--- src/rtl/ch_est_pkg.sv ---
// Shared defaults and types for the channel-estimate ping-pong buffer.
package ch_est_pkg;
  localparam int DEF_WIDTH = 16;
  localparam int DEF_N_SC  = 12;
  localparam int SC_IDX_W  = $clog2(DEF_N_SC);

  typedef struct packed {
    logic signed [DEF_WIDTH-1:0] re;
    logic signed [DEF_WIDTH-1:0] im;
  } cplx_t;

  // Index width that never collapses to zero bits for tiny depths.
  function automatic int idx_w(input int n);
    return (n > 1) ? $clog2(n) : 1;
  endfunction
endpackage

--- src/rtl/ch_est_buffer_if.sv ---
// Write (pair) and read (single) handshake bundle of the estimate buffer.
interface ch_est_buffer_if import ch_est_pkg::*; #(
  parameter int WIDTH = DEF_WIDTH,
  parameter int N_SC  = DEF_N_SC
) ();
  localparam int SW = idx_w(N_SC);

  logic             wr_valid;
  logic             wr_ready;
  logic [WIDTH-1:0] h1_r, h1_i, h2_r, h2_i;
  logic             rd_valid;
  logic             rd_ready;
  logic [WIDTH-1:0] rd_h_r, rd_h_i;
  logic [SW-1:0]    rd_sc;
  logic             rd_last;

  modport master (
    output wr_valid, h1_r, h1_i, h2_r, h2_i, rd_ready,
    input  wr_ready, rd_valid, rd_h_r, rd_h_i, rd_sc, rd_last
  );
  modport slave (
    input  wr_valid, h1_r, h1_i, h2_r, h2_i, rd_ready,
    output wr_ready, rd_valid, rd_h_r, rd_h_i, rd_sc, rd_last
  );
endinterface

--- src/rtl/ch_est_bank.sv ---
// One symbol of complex estimates: pair-wide write port, single combinational read port.
module ch_est_bank import ch_est_pkg::*; #(
  parameter  int WIDTH = DEF_WIDTH,
  parameter  int N_SC  = DEF_N_SC,
  localparam int PW    = idx_w(N_SC/2),
  localparam int SW    = idx_w(N_SC)
) (
  input  logic               clk,
  input  logic               we,
  input  logic [PW-1:0]      widx,
  input  logic [2*WIDTH-1:0] wdata0,
  input  logic [2*WIDTH-1:0] wdata1,
  input  logic [SW-1:0]      ridx,
  output logic [2*WIDTH-1:0] rdata
);
  logic [N_SC-1:0][2*WIDTH-1:0] mem;

  // Storage is deliberately not reset; the full flags gate its visibility.
  always_ff @(posedge clk) begin
    if (we) begin
      for (int p = 0; p < N_SC/2; p++) begin
        if (widx == PW'(p)) begin
          mem[2*p]   <= wdata0;
          mem[2*p+1] <= wdata1;
        end
      end
    end
  end

  assign rdata = mem[ridx];
endmodule

--- src/rtl/ch_est_buffer.sv ---
// Two-bank ping-pong buffer: fills a symbol two estimates per cycle, drains it one per cycle.
module ch_est_buffer import ch_est_pkg::*; #(
  parameter int WIDTH = DEF_WIDTH,
  parameter int N_SC  = DEF_N_SC
) (
  input  logic           clk,
  input  logic           rst,
  input  logic           flush,
  output logic           err_ovf,
  ch_est_buffer_if.slave bus
);
  localparam int NP = N_SC/2;
  localparam int PW = idx_w(NP);
  localparam int SW = idx_w(N_SC);
  localparam logic [PW-1:0] WR_END = PW'(NP-1);
  localparam logic [SW-1:0] RD_END = SW'(N_SC-1);

  logic [1:0]                full;
  logic                      wr_bank, rd_bank;
  logic [PW-1:0]             wr_idx;
  logic [SW-1:0]             rd_idx;
  logic                      wr_acc, rd_acc, wr_done, rd_done;
  logic [1:0][2*WIDTH-1:0]   rd_word;

  assign wr_acc  = bus.wr_valid && !full[wr_bank];
  assign rd_acc  = bus.rd_ready &&  full[rd_bank];
  assign wr_done = wr_acc && (wr_idx == WR_END);
  assign rd_done = rd_acc && (rd_idx == RD_END);

  for (genvar b = 0; b < 2; b++) begin : g_bank
    ch_est_bank #(.WIDTH(WIDTH), .N_SC(N_SC)) u_bank (
      .clk    (clk),
      .we     (wr_acc && !flush && (wr_bank == 1'(b))),
      .widx   (wr_idx),
      .wdata0 ({bus.h1_r, bus.h1_i}),
      .wdata1 ({bus.h2_r, bus.h2_i}),
      .ridx   (rd_idx),
      .rdata  (rd_word[b])
    );
  end

  assign bus.wr_ready = !full[wr_bank];
  assign bus.rd_valid = full[rd_bank];
  assign {bus.rd_h_r, bus.rd_h_i} = rd_word[rd_bank];
  assign bus.rd_sc    = rd_idx;
  assign bus.rd_last  = full[rd_bank] && (rd_idx == RD_END);

  // Writer only ever completes an empty bank and reader only drains a full one,
  // so the two full-flag updates below never hit the same bit.
  always_ff @(posedge clk or negedge rst) begin
    if (!rst) begin
      full    <= '0;
      wr_bank <= 1'b0;
      rd_bank <= 1'b0;
      wr_idx  <= '0;
      rd_idx  <= '0;
      err_ovf <= 1'b0;
    end else if (flush) begin
      full    <= '0;
      wr_bank <= 1'b0;
      rd_bank <= 1'b0;
      wr_idx  <= '0;
      rd_idx  <= '0;
      err_ovf <= 1'b0;
    end else begin
      if (bus.wr_valid && full[wr_bank]) err_ovf <= 1'b1;
      if (wr_acc) begin
        wr_idx <= wr_done ? '0 : wr_idx + PW'(1);
        if (wr_done) begin
          full[wr_bank] <= 1'b1;
          wr_bank       <= !wr_bank;
        end
      end
      if (rd_acc) begin
        rd_idx <= rd_done ? '0 : rd_idx + SW'(1);
        if (rd_done) begin
          full[rd_bank] <= 1'b0;
          rd_bank       <= !rd_bank;
        end
      end
    end
  end
endmodule

--- src/flat_wrapper.sv ---
// flat-port wrapper written by rule: the top's interface ports become plain ports
module ch_est_buffer_flat import ch_est_pkg::*;
#(
  parameter int WIDTH = DEF_WIDTH,
  parameter int N_SC  = DEF_N_SC
)
  (clk, rst, flush, err_ovf, bus_wr_valid, bus_h1_r, bus_h1_i, bus_h2_r, bus_h2_i, bus_rd_ready, bus_wr_ready, bus_rd_valid, bus_rd_h_r, bus_rd_h_i, bus_rd_sc, bus_rd_last);
  ch_est_buffer_if #(.WIDTH(WIDTH), .N_SC(N_SC)) bus_i ();
  input  logic clk;
  input  logic rst;
  input  logic flush;
  output logic err_ovf;
  input wire logic [$bits(bus_i.wr_valid)-1:0] bus_wr_valid;
  input wire logic [$bits(bus_i.h1_r)-1:0] bus_h1_r;
  input wire logic [$bits(bus_i.h1_i)-1:0] bus_h1_i;
  input wire logic [$bits(bus_i.h2_r)-1:0] bus_h2_r;
  input wire logic [$bits(bus_i.h2_i)-1:0] bus_h2_i;
  input wire logic [$bits(bus_i.rd_ready)-1:0] bus_rd_ready;
  output wire logic [$bits(bus_i.wr_ready)-1:0] bus_wr_ready;
  output wire logic [$bits(bus_i.rd_valid)-1:0] bus_rd_valid;
  output wire logic [$bits(bus_i.rd_h_r)-1:0] bus_rd_h_r;
  output wire logic [$bits(bus_i.rd_h_i)-1:0] bus_rd_h_i;
  output wire logic [$bits(bus_i.rd_sc)-1:0] bus_rd_sc;
  output wire logic [$bits(bus_i.rd_last)-1:0] bus_rd_last;
  assign bus_i.wr_valid = bus_wr_valid;
  assign bus_i.h1_r = bus_h1_r;
  assign bus_i.h1_i = bus_h1_i;
  assign bus_i.h2_r = bus_h2_r;
  assign bus_i.h2_i = bus_h2_i;
  assign bus_i.rd_ready = bus_rd_ready;
  assign bus_wr_ready = bus_i.wr_ready;
  assign bus_rd_valid = bus_i.rd_valid;
  assign bus_rd_h_r = bus_i.rd_h_r;
  assign bus_rd_h_i = bus_i.rd_h_i;
  assign bus_rd_sc = bus_i.rd_sc;
  assign bus_rd_last = bus_i.rd_last;
  ch_est_buffer #(.WIDTH(WIDTH), .N_SC(N_SC)) u_core (.clk(clk), .rst(rst), .flush(flush), .err_ovf(err_ovf), .bus(bus_i));
endmodule
--- config.mk ---
export PLATFORM = sky130hd
export DESIGN_NAME = ch_est_buffer_flat
export DESIGN_NICKNAME = d
export VERILOG_FILES = /design/src/rtl/ch_est_pkg.sv /design/src/rtl/ch_est_buffer_if.sv /design/src/rtl/ch_est_bank.sv /design/src/rtl/ch_est_buffer.sv /design/src/flat_wrapper.sv
export SDC_FILE = /design/constraint.sdc
export NUM_CORES = 1
export LEC_CHECK = 0
export CORE_MARGIN = 2
export CORE_UTILIZATION = 55
export CTS_CLUSTER_DIAMETER = 120
export DETAILED_ROUTE_END_ITERATION = 10
export GPL_TIMING_DRIVEN = 1
export MAX_ROUTING_LAYER = met4
export PLACE_DENSITY_LB_ADDON = 0.25
export SLEW_MARGIN = 5
export SYNTH_ARGS = -nofsm -noshare
export SYNTH_HDL_FRONTEND = slang
export SYNTH_SLANG_ARGS = --single-unit
export TNS_END_PERCENT = 10
--- constraint.sdc ---
create_clock -name clk -period 6 [get_ports clk]
set_clock_uncertainty 0.2 [all_clocks]
set_input_delay 1.2 -clock clk [delete_from_list [all_inputs] [get_ports clk]]
set_output_delay 1.2 -clock clk [all_outputs]
set_load 0.05 [all_outputs]
Word-level counts from Yosys, hierarchy flattened
Index checks and enable logic that the tools add are counted.

operators by class
  bitwise operators = 4
  eq/ne operators = 6
  mux-type cells = 34
  $add $sub $neg = 2
  magnitude comparators = 5
  reductions and logical operators = 35

operators by type and width
  kind                                                      number
  binary-select mux 32 bit (select 4 bit)                   2
  2-to-1 mux 32 bit                                         4
  AND reduction 2 bit                                       14
  2-to-1 mux 1 bit                                          14
  2-to-1 mux 2 bit                                          6
  2-to-1 mux 4 bit                                          3
  logical AND 1 bit                                         11
  nonzero test 2 bit                                        5
  2-to-1 mux 3 bit                                          3
  equality test 3 x 2 -> 1 bit, second input constant       2
  equality test 3 bit, second input constant                2
  < comparator 4 x 5 -> 1 bit, second input constant        1
  adder 4 x 1 -> 4 bit, second input constant               1
  equality test 4 bit, second input constant                1
  logical NOT 1 bit                                         4
  < comparator 1 x 2 -> 1 bit, second input constant        2
  adder 3 x 1 -> 3 bit, second input constant               1
  equality test 3 x 1 -> 1 bit, second input constant       1
  logical NOT 3 bit                                         1
  AND 2 bit                                                 1
  demux 1 bit (select 1 bit)                                2
  greater-or-equal comparator 1 bit, second input constant  2
  NOT 2 bit                                                 1
  bitwise OR 2 bit                                          1
  NOT 1 bit                                                 1

word-level totals
  bits in registers = 780
  output and inout port bits = 40
  bits of input ports = 69
  word-level logic and storage cells = 116

Longest topological paths before layout
Gate-level depths: netlist of the first run.

  depth in word-level cells = 12
  depth in mapped cells = 8
  gate-level depth less buffers = 5

By module
Synthesis of the first run repeated with hierarchy kept, for this count alone.

second synthesis, totals
  cell total of the unflattened synthesis = 1491
  area, all modules = 30558.1 um2

modules (own cells, without submodules)
  module         area an instance (um2)  cells an instance  instances  sequential area each (um2)
  ch_est_bank    14752.9                 691                2          11531.1
  ch_est_buffer  1052.3                  109                1          300.3

Worst setup path after synthesis of the first run
No wires, ideal clock.

  kind = reg-to-reg
  from = register u_core.wr_bank
  to = register u_core.g_bank[0].u_bank.mem[320] in the netlist's numbering, enable pin
  cell stages (with the launch flop) = 4
  arrival = 5.840 ns
  path buffers = 0
  required time = 5.235 ns
  period minus slack after synthesis = 6.606 ns
  setup time = 0.565 ns
  slack = -0.606 ns
  path through = dfrtp_1 -> mux2i_2 -> nand4_1 -> nor3_1

on the way
  word-level cells in the longest chain between the ends = 7
  elaborated cells on any way between the ends = 8
  classes of those cells = mux: 2; bitwise: 1; reduce/logical: 5

ends and longest elaborated chain
  item                             line                 RTL
  start: declaration               ch_est_buffer.sv:19  logic wr_bank, rd_bank;
  start signal: assignment         ch_est_buffer.sv:71  wr_bank <= !wr_bank;
  2-to-1 mux 1 bit (2 in series)   -
  logical NOT 1 bit                -
  via bus_wr_ready                 flat_wrapper.sv:19   output wire logic [$bits(bus_i.wr_ready)-1:0] bus_wr_ready;
  logical AND 1 bit                ch_est_buffer.sv:25  assign wr_acc = bus.wr_valid && !full[wr_bank];
  logical AND 1 bit (2 in series)  ch_est_buffer.sv:33  .we (wr_acc && !flush && (wr_bank == 1'(b))),
  AND reduction 2 bit (no line)    -
  end signal: indexed assignment   ch_est_bank.sv:23    mem[2*p] <= wdata0;
  end signal: indexed assignment   ch_est_bank.sv:24    mem[2*p+1] <= wdata1;
  end: declaration                 ch_est_bank.sv:16    logic [N_SC-1:0][2*WIDTH-1:0] mem;

The timed path passes the listed nets, and every way through them passes these cells. The select of a mux whose other input is x is not followed.
A chain may end at the register's enable or synchronous reset.

Worst setup path after layout of the first run
  from = register u_core.rd_idx[2], in the netlist u_core.bus.rd_sc[2]
  to = output bus_rd_h_r[15]

on the way
  word-level cells in the longest chain between the ends = 4
  elaborated cells on any way between the ends = 6
  classes of those cells = mux: 6

ends and longest elaborated chain
  item                                                       line                 RTL
  start: declaration                                         ch_est_buffer.sv:21  logic [SW-1:0] rd_idx;
  start signal: assignment                                   ch_est_buffer.sv:75  rd_idx <= rd_done ? '0 : rd_idx + SW'(1);
  binary-select mux 32 bit (select 4 bit)                    ch_est_bank.sv:30    assign rdata = mem[ridx];
  2-to-1 mux 32 bit (implied by the code)                    ch_est_bank.sv:30
  2-to-1 mux 32 bit (implied by the code) (*) (2 in series)  ch_est_buffer.sv:44  assign {bus.rd_h_r, bus.rd_h_i} = rd_word[rd_bank];
  end: declaration                                           flat_wrapper.sv:21   output wire logic [$bits(bus_i.rd_h_r)-1:0] bus_rd_h_r;

Mark *: on every way between the ends. The rest lies on a longest branch, timed or not. The select of a mux whose other input is x is not followed.

==> run summary, run 1 <==
status = finished clean
Peak VDD IR = 0.2040 mV
largest net degree at the start of global routing = 112
final worst setup slack = 661.8 ps
worst-path fanout max = 56
cts bufs inserted = 76
utilization after layout = 63.85%
initial drt markers = 1475
leakage power = 10.27 nW
Setup Buffers After CTS = 0
critical path class = register to primary output
Slew headroom = 25.65%
Hold Vio Cnt, Final = 0
clk buf depth = 3
crit path time final = 5338 ps
Synth cell types = 39
Worst-Skew Late Latency = 610 ps
critical path capture point type = primary output
area of the multi-input gates = 6152 µm²
unrepaired setup endpoints after global routing = false
initial antenna violation count = 5
Total Power = 11.02 mW
CTS tree = built
vias per cell = 6.321
TritonCTS Sinks = 780
Ys Warns = 0
Pwr Density = 320.0 nW/µm²
cts repair resizes = 0
sequential fraction of the synthesis area = 77.76%
f_max = 0.1873 GHz
final slew viol count = 0
Initial Util = 55.72%
class of the worst hold path = register to register
Routed WL = 63.06 mm
FILL cells = 3483
synthesized net count = 1501
HPWL after detailed placement = 31.71 mm
CP Launch Type = register
Required @ worst endpoint = 4600 ps
die width = 237.7 µm
# setup viols final = 0
Least-Margin Pin Slew = 1113 ps
Post-synth top flop = edfxtp_1
H-tree lvl count = 3
WL per Instance = 27.19 µm
Synth Instances = 1426
# hold bufs at CTS = 0
Post-Synthesis Cell Area = 30040 µm²
detailed-route via count = 14660
global-route wire length before repair = 95.54 mm
fin nets = 1634
Post-DRT Antenna Nets = 0
I/O pins = 109
Site Rows = 85
# DRC = 0
clk slew on worst S/H paths = 60 ps
Buffers on Ports = 108
synthesis-stage register bit count = 780
CORE AREA = 53920 µm²
vias in the first global route = 15240
ys async rst share = 1.538%
Final TNS setup = 0 ps
die area = 56510 µm²
gr ovfl total = 0
GPL Wtd Cong = 0.7606
die height = 237.7 µm
Total Routing Usage GR = 23.60%
FF/Latch Area = 23380 µm²
Placed Area = 31960 µm²
syn avg cell area = 21.07 µm²
clock root buffer = clkbuf_16
Post-synth EDFFs = 768
TritonRoute pass-1 iters = 7
post-route cell area = 34430 µm²
Cell Count, Final, Fillers Out = 2319
share of post-route cells with drive strength above 1 = 18.23%
final hold slack = 332.3 ps
Layout area overhead = 14.59%
CP Data Arrival Time = 3940 ps
crit share post-route = 88.97%
dpl cells = 2177
total of max-cap violations = 0
post-place setup slack = 1304 ps
==> report_power, final <==
part           leakage [nW]  internal, mW  switching, mW
combinational          1.98        0.0930          0.186
sequential             7.08          6.04         0.0122
clock                  1.21          2.76           1.92
==> cell type report <==
class	count	share of cell area, %
sequential	780	67.90
tap	696	2.530
antenna	5	0.03634
inverter	8	0.08723
timing repair buffer	143	4.448
clock inverter	41	1.170
clock buffer	96	5.957
multi-input combinational	550	17.87
==> flip-flops by register name (all words and copies together), names as in the netlist <==
| name | cells |
|---|---|
| u_core.g_bank.u_bank.mem | 768 |
| u_core.bus.rd_sc | 4 |
| u_core.wr_idx | 3 |
| u_core.full | 2 |
| u_core.err_ovf | 1 |
| u_core.rd_bank | 1 |
| u_core.wr_bank | 1 |
==> synthesized netlist by cell type (2+ instances only) <==
library cell	instances	area share (%)
a211oi_1	2	0.050
a21oi_1	50	0.83
a221oi_1	63	1.8
a22oi_1	12	0.30
a32oi_1	20	0.58
a41oi_1	2	0.058
and3b_1	2	0.058
buf_1	6	0.075
buf_2	19	0.32
buf_4	15	0.37
buf_6	13	0.49
buf_8	6	0.30
clkbuf_1	28	0.35
dfrtp_1	12	1.0
edfxtp_1	768	77
ha_1	6	0.25
inv_1	8	0.10
mux2i_1	128	4.3
mux4_2	128	9.6
nand2_1	33	0.41
nand3_1	3	0.050
nand4_1	2	0.042
nor2_1	14	0.17
nor3_1	3	0.050
o21ai_0	16	0.27
o21ai_1	49	0.82
or3_1	3	0.062
xnor2_1	4	0.12
==> layer usage <==
metal  vias to the layer above  global-route usage [%]  wire length [µm]
li1                       6285                       -                 -
met1                      7733                   32.11             26270
met2                       541                   37.40             31450
met3                       100                   3.890              4020
met4                         0                   6.918              1313
met5                         -                       -                 0
==> worst max-delay path, stage by stage (launching register included) <==
cell and delay (ps):
dfrtp_4 810, nor2b_4 620, buf_4 370, a21oi_1 110, a32oi_1 480, clkdlybuf4s50_1 910
==> layout by cell type (no fill, tap or decap), types with 3 or more instances in the layout <==
cell / n
clkinv_2: 16
clkinv_1: 13
a32oi_1: 20
ha_1: 6
nand2_1: 33
inv_1: 7
or3_1: 3
a22oi_1: 12
dfrtp_1: 7
o21ai_1: 49
bufinv_16: 8
buf_12: 15
edfxtp_1: 768
clkbuf_1: 16
a221oi_1: 63
clkbuf_16: 79
diode_2: 5
dfrtp_4: 3
clkdlybuf4s50_1: 108
xnor2_1: 4
mux4_2: 128
nor2_1: 4
buf_4: 20
a21oi_1: 50
nor2_4: 11
o21ai_0: 16
mux2i_1: 128
nand3_1: 3
==> worst paths after layout <==
kind                                                 start                                   endpoint  slack (ps)  depth (start not counted)
max                        u_core.bus.rd_sc[2]$_DFFE_PN0P_                             bus_rd_h_r[15]         660                          5
min                             u_core.err_ovf$_DFFE_PN0P_                 u_core.err_ovf$_DFFE_PN0P_         330                          2
max reg2reg                     u_core.wr_bank$_DFFE_PN0P_  u_core.g_bank[0].u_bank.mem[96]$_DFFE_PP_        2590                          5
min reg2reg                     u_core.err_ovf$_DFFE_PN0P_                 u_core.err_ovf$_DFFE_PN0P_         330                          2
max in group asynchronous                              rst            u_core.bus.rd_sc[0]$_DFFE_PN0P_        4370                          1
min in group asynchronous                              rst                 u_core.wr_bank$_DFFE_PN0P_         770                          1
==> cells by family after synthesis <==
kind of cell,Yosys count,share of synthesized area (%)
mux,258,13.94
fa+ha+maj,6,0.2499
simple gates,66,1.033
flops,780,77.76
buf+inv,96,2.070
xor+xnor,4,0.1166
compound gates,216,4.827
No activity file was read; power rests on OpenSTA's default activity.
==> inputs of run 2 (changes only) <==
--- a/config.mk
+++ b/config.mk
@@ -5,10 +5,11 @@
 export SDC_FILE = /design/constraint.sdc
 export NUM_CORES = 1
 export LEC_CHECK = 0
-export CORE_MARGIN = 2
+export CORE_MARGIN = 8
 export CORE_UTILIZATION = 55
 export CTS_CLUSTER_DIAMETER = 120
 export DETAILED_ROUTE_END_ITERATION = 10
+export GPL_ROUTABILITY_DRIVEN = 1
 export GPL_TIMING_DRIVEN = 1
 export MAX_ROUTING_LAYER = met4
 export PLACE_DENSITY_LB_ADDON = 0.25
==> run summary, run 2 (same netlist as run 1, synthesis figures left out) <==
die width = 249.7 µm (+5.0%)
status = finished clean
Buffers on Ports = 108 (unchanged)
critical path class = register to primary output
initial drt markers = 1516 (+2.8%)
CP top delay family = buffers and inverters
initial antenna violation count = 5 (unchanged)
Post-DRT Antenna Nets = 0 (unchanged)
die area = 62360 µm² (+10%)
slowest CP cell = dfrtp_4
internal power = 8.846 mW (-0.56%)
largest net degree at the start of global routing = 79 (-29%)
final worst setup slack = 652.8 ps (-8.994 ps)
class of the worst hold path = register to register
fin nets = 1639 (+0.31%)
CP Cell Sequence = buf_12, mux2i_1, a221oi_1, o21ai_1, a22oi_1, clkdlybuf4s50_1
FILL cells = 3558 (+2.2%)
Total Routing Usage GR = 21.06% (-2.5 points)
largest register by flop count = u_core.g_bank.u_bank.mem
Pwr Density = 320.0 nW/µm² (about the same)
detailed-route via count = 14720 (+0.38%)
leakage power = 10.26 nW (about the same)
Layout area overhead = 14.48% (about the same)
total of max-cap violations = 0 (unchanged)
utilization after layout = 63.79% (about the same)
CP Launch Type = register
dpl cells = 2180 (+0.14%)
gr ovfl total = 0 (unchanged)
CP Data Arrival Time = 3950 ps (about the same)
vias in the first global route = 15240 (-0.033%)
# hold bufs at CTS = 0 (unchanged)
final slew viol count = 0 (unchanged)
worst-path fanout max = 60 (+7.1%)
CORE AREA = 53920 µm² (unchanged)
# DRC = 0 (unchanged)
Least-Margin Pin Slew = 1127 ps (+14.21 ps)
clk slew on worst S/H paths = 60 ps (about the same)
Setup Buffers After CTS = 0 (unchanged)
cts bufs inserted = 78 (+2.6%)
Cell Count, Final, Fillers Out = 2322 (+0.13%)
commonest cells after routing, fill and taps aside = edfxtp_1 (768), mux4_2 (128), mux2i_1 (128), clkdlybuf4s50_1 (108), clkbuf_16 (81)
Hold Vio Cnt, Final = 0 (unchanged)
max FFs per register = 768 (unchanged)
Worst-Skew Late Latency = 610 ps (about the same)
final hold slack = 342.3 ps (+9.950 ps)
post-route cell area = 34400 µm² (about the same)
WL per Instance = 27.67 µm (+1.8%)
TritonRoute pass-1 iters = 6 (-1)
f_max = 0.1870 GHz (-0.17%)
critical path capture point type = primary output
Clock Power Share = 42.5% (about the same)
TritonCTS Sinks = 780 (unchanged)
Placed Area = 31950 µm² (about the same)
critical path buffer and inverter count = 2 (unchanged)
GPL Wtd Cong = 0.7491 (-1.5%)
Required @ worst endpoint = 4600 ps (about the same)
crit share post-route = 89.12% (+0.15 points)
P_sw = 2.159 mW (+1.8%)
Total Power = 11.00 mW (-0.11%)
sequential power share = 55.0% (about the same)
Routed WL = 64.25 mm (+1.9%)
H-tree lvl count = 3 (unchanged)
Initial Util = 55.72% (unchanged)
share of post-route cells with drive strength above 1 = 18.14% (-0.095 points)
unrepaired setup endpoints after global routing = false
crit-path max cell delay = 910 ps (about the same)
Peak VDD IR = 0.2092 mV (+2.6%)
clock root buffer = clkbuf_16
# setup viols final = 0 (unchanged)
commonest non-fill, non-tap cell in the layout = edfxtp_1
post-place setup slack = 1334 ps (+30.15 ps)
CTS tree = built
HPWL after detailed placement = 33.30 mm (+5.0%)
Final TNS setup = 0 ps (unchanged)
crit path time final = 5347 ps (+8.994 ps)
I/O pins = 109 (unchanged)
vias per cell = 6.337 (+0.25%)
sw frac = 19.62% (+0.36 points)
Site Rows = 85 (unchanged)
global-route wire length before repair = 96.33 mm (+0.83%)
cts repair resizes = 0 (unchanged)
clk buf depth = 3 (unchanged)
die height = 249.7 µm (+5.0%)
combinational power share = 2.6% (about the same)
Slew headroom = 24.86% (-0.79 points)
-- run 2: cell types whose count changed in the layout (fill, tap and decap cells not counted) --
cell / delta
clkbuf_8: +1
buf_12: -3
clkinv_1: -1
bufinv_16: -3
buf_4: +6
inv_16: +1
clkinv_2: -5
clkbuf_1: +5
clkbuf_16: +2
-- run 2: worst min-delay path: stages, from the launching register on --
cell and delay [ps]:
dfrtp_1 360, a21oi_1 50, nor2_1 90
-- run 2: power groups by stage --
stage	registers (mW)	logic, mW	clock network, mW
floorplan	6.17	0.104	0
global placement	6.16	0.276	0
detailed placement	6.17	0.284	0
CTS	6.05	0.285	4.75
global route	6.05	0.302	4.97
finish	6.05	0.282	4.67
-- run 2: area by class of cell --
| cell class | instances | area, µm² | share of cell area [%] |
|---|---|---|---|
| Clock buffer | 104 | 2133 | 6.202 |
| Multi-Input combinational cell | 550 | 6152 | 17.89 |
| Antenna cell | 5 | 12.51 | 0.03638 |
| Inverter | 8 | 30.03 | 0.08730 |
| Timing Repair Buffer | 146 | 1516 | 4.409 |
| Clock inverter | 33 | 304.0 | 0.8840 |
| Sequential cell | 780 | 23380 | 67.96 |
| Tap cell | 696 | 870.8 | 2.532 |
-- run 2: per-layer routing --
metal  up-vias  GRT usage, %  wire [µm]
li1       6282             -          -
met1      7758         28.18      26980
met2       574         33.07      31350
met3       101         4.178       4515
met4         0         6.055       1409
met5         -             -          0
-- run 2: final timing paths --
path                       slack (ps)                            start  depth (start not counted)                                          to
max in group asynchronous        4390                              rst                          1             u_core.bus.rd_sc[1]$_DFFE_PN0P_
min reg2reg                       340       u_core.err_ovf$_DFFE_PN0P_                          2                  u_core.err_ovf$_DFFE_PN0P_
min                               340       u_core.err_ovf$_DFFE_PN0P_                          2                  u_core.err_ovf$_DFFE_PN0P_
max                               650  u_core.bus.rd_sc[2]$_DFFE_PN0P_                          6                               bus_rd_h_r[2]
min in group asynchronous         770                              rst                          1                u_core.wr_idx[0]$_DFFE_PN0P_
max reg2reg                      2550       u_core.wr_bank$_DFFE_PN0P_                          5  u_core.g_bank[0].u_bank.mem[276]$_DFFE_PP_
